===== config.mk =====
export PLATFORM = sky130hd
export DESIGN_NAME = stream_merge2
export DESIGN_NICKNAME = d
export VERILOG_FILES = /design/src/rtl/stream_merge2.sv
export SDC_FILE = /design/constraint.sdc
export NUM_CORES = 1
export LEC_CHECK = 0
export CAP_MARGIN = 15
export CORE_MARGIN = 2
export CORE_UTILIZATION = 40
export DETAILED_ROUTE_END_ITERATION = 12
export PLACE_DENSITY_LB_ADDON = 0.15
export SYNTH_ARGS = -nofsm -noshare
export SYNTH_HDL_FRONTEND = slang
export SYNTH_SLANG_ARGS = --single-unit

===== constraint.sdc =====
create_clock -name clock -period 4.9 [get_ports clock]
set_clock_uncertainty 0.15 [all_clocks]
set_input_delay 1.225 -clock clock [delete_from_list [all_inputs] [get_ports clock]]
set_output_delay 1.225 -clock clock [all_outputs]
set_load 0.05 [all_outputs]

===== src/rtl/stream_merge2.sv =====
// stream_merge2: merges two valid/ready streams into one registered output stream.
// A round-robin arbiter picks between A and B on contention. Each output beat is
// tagged with its source index (0 = A, 1 = B) so a downstream demux can split it again.
module stream_merge2 #(
    parameter int unsigned WIDTH = 16
) (
    input  logic             clock,
    input  logic             resetN,

    input  logic [WIDTH-1:0] inDataA,
    input  logic             inValidA,
    output logic             inReadyA,

    input  logic [WIDTH-1:0] inDataB,
    input  logic             inValidB,
    output logic             inReadyB,

    output logic [WIDTH-1:0] outData,
    output logic             outValid,
    output logic             outSelect,
    input  logic             outReady
);

    logic             out_valid_q, out_valid_d;
    logic [WIDTH-1:0] out_data_q,  out_data_d;
    logic             out_sel_q,   out_sel_d;
    // Source of the most recently accepted beat; reset to B so A wins first.
    logic             last_sel_q,  last_sel_d;

    logic can_load;
    logic grant_a;
    logic grant_b;
    logic accept_a;
    logic accept_b;

    // Arbitration and readies: depend only on valids, outReady and state, never on data.
    always_comb begin
        can_load = !out_valid_q || outReady;
        grant_a  = resetN && inValidA && (!inValidB || last_sel_q);
        grant_b  = resetN && inValidB && (!inValidA || !last_sel_q);
        inReadyA = can_load && grant_a;
        inReadyB = can_load && grant_b;
        accept_a = inReadyA && inValidA;
        accept_b = inReadyB && inValidB;
    end

    // Next-state for the output register and the round-robin pointer.
    always_comb begin
        out_valid_d = out_valid_q;
        out_data_d  = out_data_q;
        out_sel_d   = out_sel_q;
        last_sel_d  = last_sel_q;
        if (accept_a) begin
            out_valid_d = 1'b1;
            out_data_d  = inDataA;
            out_sel_d   = 1'b0;
            last_sel_d  = 1'b0;
        end else if (accept_b) begin
            out_valid_d = 1'b1;
            out_data_d  = inDataB;
            out_sel_d   = 1'b1;
            last_sel_d  = 1'b1;
        end else if (out_valid_q && outReady) begin
            // Drain without refill: data and tag are kept, only valid drops.
            out_valid_d = 1'b0;
        end
    end

    // State registers with asynchronous active-low reset.
    always_ff @(posedge clock or negedge resetN) begin
        if (!resetN) begin
            out_valid_q <= 1'b0;
            out_data_q  <= '0;
            out_sel_q   <= 1'b0;
            last_sel_q  <= 1'b1;
        end else begin
            out_valid_q <= out_valid_d;
            out_data_q  <= out_data_d;
            out_sel_q   <= out_sel_d;
            last_sel_q  <= last_sel_d;
        end
    end

    // Output register drives the consumer side directly.
    always_comb begin
        outValid  = out_valid_q;
        outData   = out_data_q;
        outSelect = out_sel_q;
    end

endmodule

==> results.md, run 1 <==
* Yosys warnings at 0
* Syn-to-layout area delta at 44.05%
* Ys flop type: dfrtp_1
* WHS Path Cells at 1
* IO Count at 57
* CTS Buffer Depth at 2
* Initial drt markers at 54
* Setup TNS at 0 ns
* CTS tree: done
* GRT busiest layer: met2
* FF/Latch Area at 476.7 um^2
* CP Data Arrival Time at 2.79 ns
* Die ar. at 0.003678 mm^2
* Fin. Hold Viols at 0
* CTS HTree Levels at 1
* Fill count at 285
* Final nets at 214
* Starting density of the core at 42.05%
* TritonCTS Sinks at 19
* Placed inst area at 0.001822 mm^2
* DR pass1 iterations at 4
* Gr usage total at 20.56%
* Post-synth EDFFs at 0
* Gate Count Post-Synth at 133
* Port Buffers at 56
* Avg Cell Area, Syn at 9.652 um^2
* Multi-input gate area at 679.4 um^2
* Vias in the first global route at 1243
* Via Count at 1294
* WHS at 0.3649 ns
* Row count at 20
* RSZ-0062 raised after global routing: false
* Crit path setup slack, layout at 0.7303 ns
* Sequential area share after synthesis at 37.13%
* Via density at 5.882
* Post-Syn Area at 0.001284 mm^2
* Placer Congestion at 0.7933
* Top cells by count, synth: 23 x a31oi_1, 18 x dfrtp_1, 17 x nand2_1, 16 x o41ai_1, 16 x or4_1
* Final Max Tran Viols at 0
* Register clock-pin slew on the reported worst setup and hold paths at 0.11 ns
* Total core area at 0.003053 mm^2
* Post-DP HPWL at 2383 um
* Critical path type: primary input to output pin
* Clock latency on the worst-skew pair at 0.30 ns
* Largest net degree at the start of global routing at 39
* Register bit count reported by yosys at 19
* First-pass GRT wire length at 5727 um
* Syn_nets at 170
* Setup slack at placement at 0.7687 ns
* Root buf cell: clkbuf_4
* CTS Hold Bufs at 0
* Peak VDD IR at 199.7 uV
* CTS resizes at 0
* Layout cell share with drive strength beyond 1 at 14.20%
* Global-route track usage on met2 at 33.64%
* Power Density at 319.1 mW/mm^2
* Total global routing overflow at 0
* Synth top area share at 35.09%
* Non-Filler Instances at 220
* Post-synth ARST share at 100.0%
* R2r worst-path depth at 3
* Die Y at 60.65 um
* Crit path time final at 4.170 ns
* Final Core Density at 60.57%
* Number of instances in the placed design at 216
* Met3 Usage GRT at 5.117%
* M1 GR Usage at 26.89%
* Worst hold path type: flip-flop to flip-flop
* Critical path data required time at 3.52 ns
* Startpoint types: primary input
* Routed Antenna Nets at 0
* Overall power at 590.0 uW
* LEAKAGE at 0.6475 nW
* Max_cap viols at 0
* Final setup vio count at 0
* CP endpoint kind: output pin
* CP Max Fanout at 33
* Antenna violations before repair at 0
* Final period util at 85.10%
* # Post-CTS Setup Buffers at 0
* DR WL/cell at 16.28 um
* Die width at 60.65 um
* DR DRC count at 0
* Post-synth top area cell: dfrtp_1
* Tightest Pin Transition at 0.6705 ns
* # diodes at 0
* Netlist cell types at 21
* Largest cells by area after synthesis: dfrtp_1 35%, a31oi_1 11%, o41ai_1 11%
* Relative slew margins at 54.89%
* Status: finished clean
* Most frequent cell after synthesis: a31oi_1
* Finished Cell Area at 0.001849 mm^2
* Inserted Clock Buffers at 3
* Routed WL at 3581 um
* Achievable frequency at 239.8 MHz
==> placed cells by master, fill, tap and decap left out, drive strengths merged, types with 2 or more instances in the layout <==
cell type / n
a31oi: 33
buf: 5
clkbuf: 3
clkdlybuf4s50: 54
dfrtp: 18
inv: 2
nand2: 17
nor2b: 2
o41ai: 16
or2: 2
or4: 16
==> layout make-up <==
type                       count  area share [%]
multi-input combinational     92           36.74
timing repair buffer          59           32.61
sequential                    19           25.78
tap                           44           2.977
clock buffer                   3           1.218
inverter                       2          0.4060
clock inverter                 1          0.2706
==> report_power, final <==
part	leakage [nW]	internal, mW	switching [mW]
Combinational	0.418	0.114	0.187
Sequential	0.212	0.188	0.0179
Clock	0.0177	0.0305	0.0526
Total	0.648	0.333	0.257
==> worst max-delay path, cell delays in order <==
cell	delay, ns
clkdlybuf4s50_1	0.49
inv_2	0.19
nor4_1	0.66
buf_12	0.22
==> registers in the layout, summed over array words and instances, names as in the netlist <==
register	count
outValid	1
outSelect	1
last_sel_q	1
outData	16
==> kinds of logic (layout without fill, tap and decap cells) <==
group / count (synthesis) / in the layout / share of synthesized area (%)
AOI/OAI and AO/OA: 50 / 50 / 32.65
buffers and inverters: 22 / 65 / 9.941
DFF: 19 / 19 / 37.13
and+or+nand+nor: 42 / 42 / 20.27
==> routing by layer <==
metal / part of all wire, % / up-vias
li1: - / 630
met1: 42 / 611
met2: 51 / 47
met3: 6.1 / 6
met4: 1.2 / 0
met5: 0 / -
==> path summary, 6_finish.rpt <==
check                      startpoint          to  slack, ns
setup reg to reg             outValid   outSelect       3.17
max in group asynchronous      resetN  last_sel_q       3.05
min in group asynchronous      resetN  outData[9]       1.21
hold reg to reg             outSelect   outSelect       0.36
setup / recovery               resetN    inReadyA       0.73
hold / removal              outSelect   outSelect       0.36
(Power assumes the default switching activity.)
==> run 2, diff against run 1 <==
--- a/config.mk
+++ b/config.mk
@@ -7,7 +7,7 @@
 export LEC_CHECK = 0
 export CAP_MARGIN = 15
 export CORE_MARGIN = 2
-export CORE_UTILIZATION = 40
+export CORE_UTILIZATION = 25
 export DETAILED_ROUTE_END_ITERATION = 12
 export PLACE_DENSITY_LB_ADDON = 0.15
 export SYNTH_ARGS = -nofsm -noshare
==> results.md, run 2 (synthesis gave the netlist of run 1 again) <==
* Status: finished clean
* TritonCTS Sinks at 19 (unchanged)
* Slowest Stage Delay on Critical Path at 0.82 ns (+0.16 ns)
* Fin. Hold Viols at 0 (unchanged)
* Worst hold path type: flip-flop to flip-flop
* Setup TNS at 0 ns (unchanged)
* Total global routing overflow at 0 (unchanged)
* Register-to-register setup slack at 3.00 ns (-0.17 ns)
* # Post-CTS Setup Buffers at 0 (unchanged)
* Crit path max-delay cell type: nor4_1
* Post-DP HPWL at 2735 um (+15%)
* Tightest Pin Transition at 0.8824 ns (+0.2120 ns)
* Commonest non-fill, non-tap cell in the layout: clkdlybuf4s50_1
* Achievable frequency at 230.6 MHz (-3.8%)
* Final Max Tran Viols at 0 (unchanged)
* M1 GR Usage at 18.37% (-8.5 points)
* Critical path data required time at 3.52 ns (about the same)
* Peak VDD IR at 91.05 uV (-54%)
* Syn-to-layout area delta at 48.64%
* Inserted Clock Buffers at 3 (unchanged)
* GRT busiest layer: met2
* Vias in the first global route at 1210 (-2.7%)
* First-pass GRT wire length at 5844 um (+2.0%)
* Max_cap viols at 0 (unchanged)
* DR DRC count at 0 (unchanged)
* # diodes at 0 (unchanged)
* CP endpoint kind: output pin
* Final period util at 88.49% (+3.4 points)
* Register clock-pin slew on the reported worst setup and hold paths at 0.07 ns (-0.04 ns)
* Global-route track usage on met2 at 21.93% (-12 points)
* Final nets at 215 (+0.47%)
* Setup crit start: resetN
* Die width at 75.66 um (+25%)
* Relative slew margins at 40.63% (-14 points)
* Max reg flops at 16 (unchanged)
* CTS Buffer Depth at 2 (unchanged)
* Routed Antenna Nets at 0 (unchanged)
* Critical path type: primary input to output pin
* Placer Congestion at 0.7509 (-5.3%)
* Starting density of the core at 25.46% (-17 points)
* CP Data Arrival Time at 2.96 ns (+0.17 ns)
* Commonest cells after routing, fill and taps aside: 54 x clkdlybuf4s50_1, 23 x a31oi_1, 18 x dfrtp_1
* R2r worst-path depth at 3 (unchanged)
* Port Buffers at 56 (unchanged)
* Row count at 26 (+30%)
* IO Count at 57 (unchanged)
* Antenna violations before repair at 0 (unchanged)
* Startpoint types: primary input
* LEAKAGE at 0.6601 nW (+1.9%)
* CTS Hold Bufs at 0 (unchanged)
* Total core area at 0.005042 mm^2 (+65%)
* Initial drt markers at 77 (+43%)
* Layout cell share with drive strength beyond 1 at 14.69% (+0.48 points)
* CTS resizes at 0 (unchanged)
* Reg-to-Reg End: outSelect
* Via density at 5.138 (-13%)
* Fill count at 519 (+82%)
* CTS HTree Levels at 1 (unchanged)
* RSZ-0062 raised after global routing: false
* DR WL/cell at 15.68 um (-3.7%)
* Root buf cell: clkbuf_8
* Gr usage total at 13.54% (-7.0 points)
* WHS at 0.3484 ns (-0.01652 ns)
* Die ar. at 0.005724 mm^2 (+56%)
* Power Density at 327.1 mW/mm^2 (+2.5%)
* Die Y at 75.66 um (+25%)
* Clock latency on the worst-skew pair at 0.26 ns (-0.04 ns)
* Critical-path cell list: clkdlybuf4s50_1 > inv_2 > nor4_1 > buf_12
* Routed WL at 3873 um (+8.2%)
* Final setup vio count at 0 (unchanged)
* Crit Reg-Reg Startpoint: last_sel_q
* Crit path time final at 4.336 ns (+0.1665 ns)
* Largest net degree at the start of global routing at 39 (unchanged)
* Via Count at 1269 (-1.9%)
* CP Max Fanout at 33 (unchanged)
* DR pass1 iterations at 5 (+1)
* CTS tree: done
* Worst Setup EP: inReadyA
* Met3 Usage GRT at 1.852% (-3.3 points)
==> run 2: cell types whose count changed in the layout (fill, tap and decap cells not counted) <==
cell	delta
clkbuf_4	-3
clkbuf_8	+3
buf_4	+1
==> run 2: worst min-delay path by stage <==
stage          startpoint         end  slack [ns]  depth (start not counted)
4_1_cts         outSelect   outSelect        0.35                          1
5_1_grt         outSelect   outSelect        0.37                          1
6_report        outSelect   outSelect        0.35                          1
2_1_floorplan  last_sel_q  last_sel_q        0.39                          2
3_3_place_gp    outSelect   outSelect        0.38                          1
3_5_place_dp    outSelect   outSelect        0.34                          1
==> run 2: cell type report <==
| cell class | instances | area (um^2) | share of cell area, % |
|---|---|---|---|
| Tap cell | 70 | 87.58 | 4.590 |
| Sequential cell | 19 | 476.7 | 24.98 |
| Clock buffer | 3 | 41.29 | 2.164 |
| Timing Repair Buffer | 60 | 610.6 | 32.00 |
| Inverter | 2 | 7.507 | 0.3934 |
| Clock inverter | 1 | 5.005 | 0.2623 |
| Multi-Input combinational cell | 92 | 679.4 | 35.61 |
==> run 2: power breakdown <==
group / switching (mW) / leakage [nW] / total, mW / internal, mW
clock: 0.0586 / 0.0255 / 0.115 / 0.0567
sequential: 0.0193 / 0.212 / 0.207 / 0.188
combinational: 0.187 / 0.423 / 0.302 / 0.115
==> run 2: through the flow <==
step	setup WS [ns]	area [um^2]	utilization [%]	instances	power, mW
6_report	0.5639	1908	37.84	247	0.6241
3_3_place_gp	0.6619	1862	36.92	243	0.5105
2_1_floorplan	0.4675	1284	-	133	0.4031
3_5_place_dp	0.5933	1862	36.92	243	0.5128
5_1_grt	0.4893	1908	37.84	247	0.6541
4_1_cts	0.5763	1908	37.84	247	0.6273
==> run 2: metal layers <==
layer,wire length [um],up-vias
met4,58,0
met1,1650,586
met5,0,-
met2,1943,55
li1,-,622
met3,220,6
==> run 2: worst max-delay path, delay by kind of cell <==
kind,cells,cell delay [ns]
buffers and inverters,3,0.90
AND/OR/NAND/NOR,1,0.82
==> run 3, diff against run 2 <==
--- a/config.mk
+++ b/config.mk
@@ -13,3 +13,4 @@
 export SYNTH_ARGS = -nofsm -noshare
 export SYNTH_HDL_FRONTEND = slang
 export SYNTH_SLANG_ARGS = --single-unit
+export TNS_END_PERCENT = 100
==> results of run 3 <==
Same layout as run 2: the final DEF is identical, and so are final timing and power.
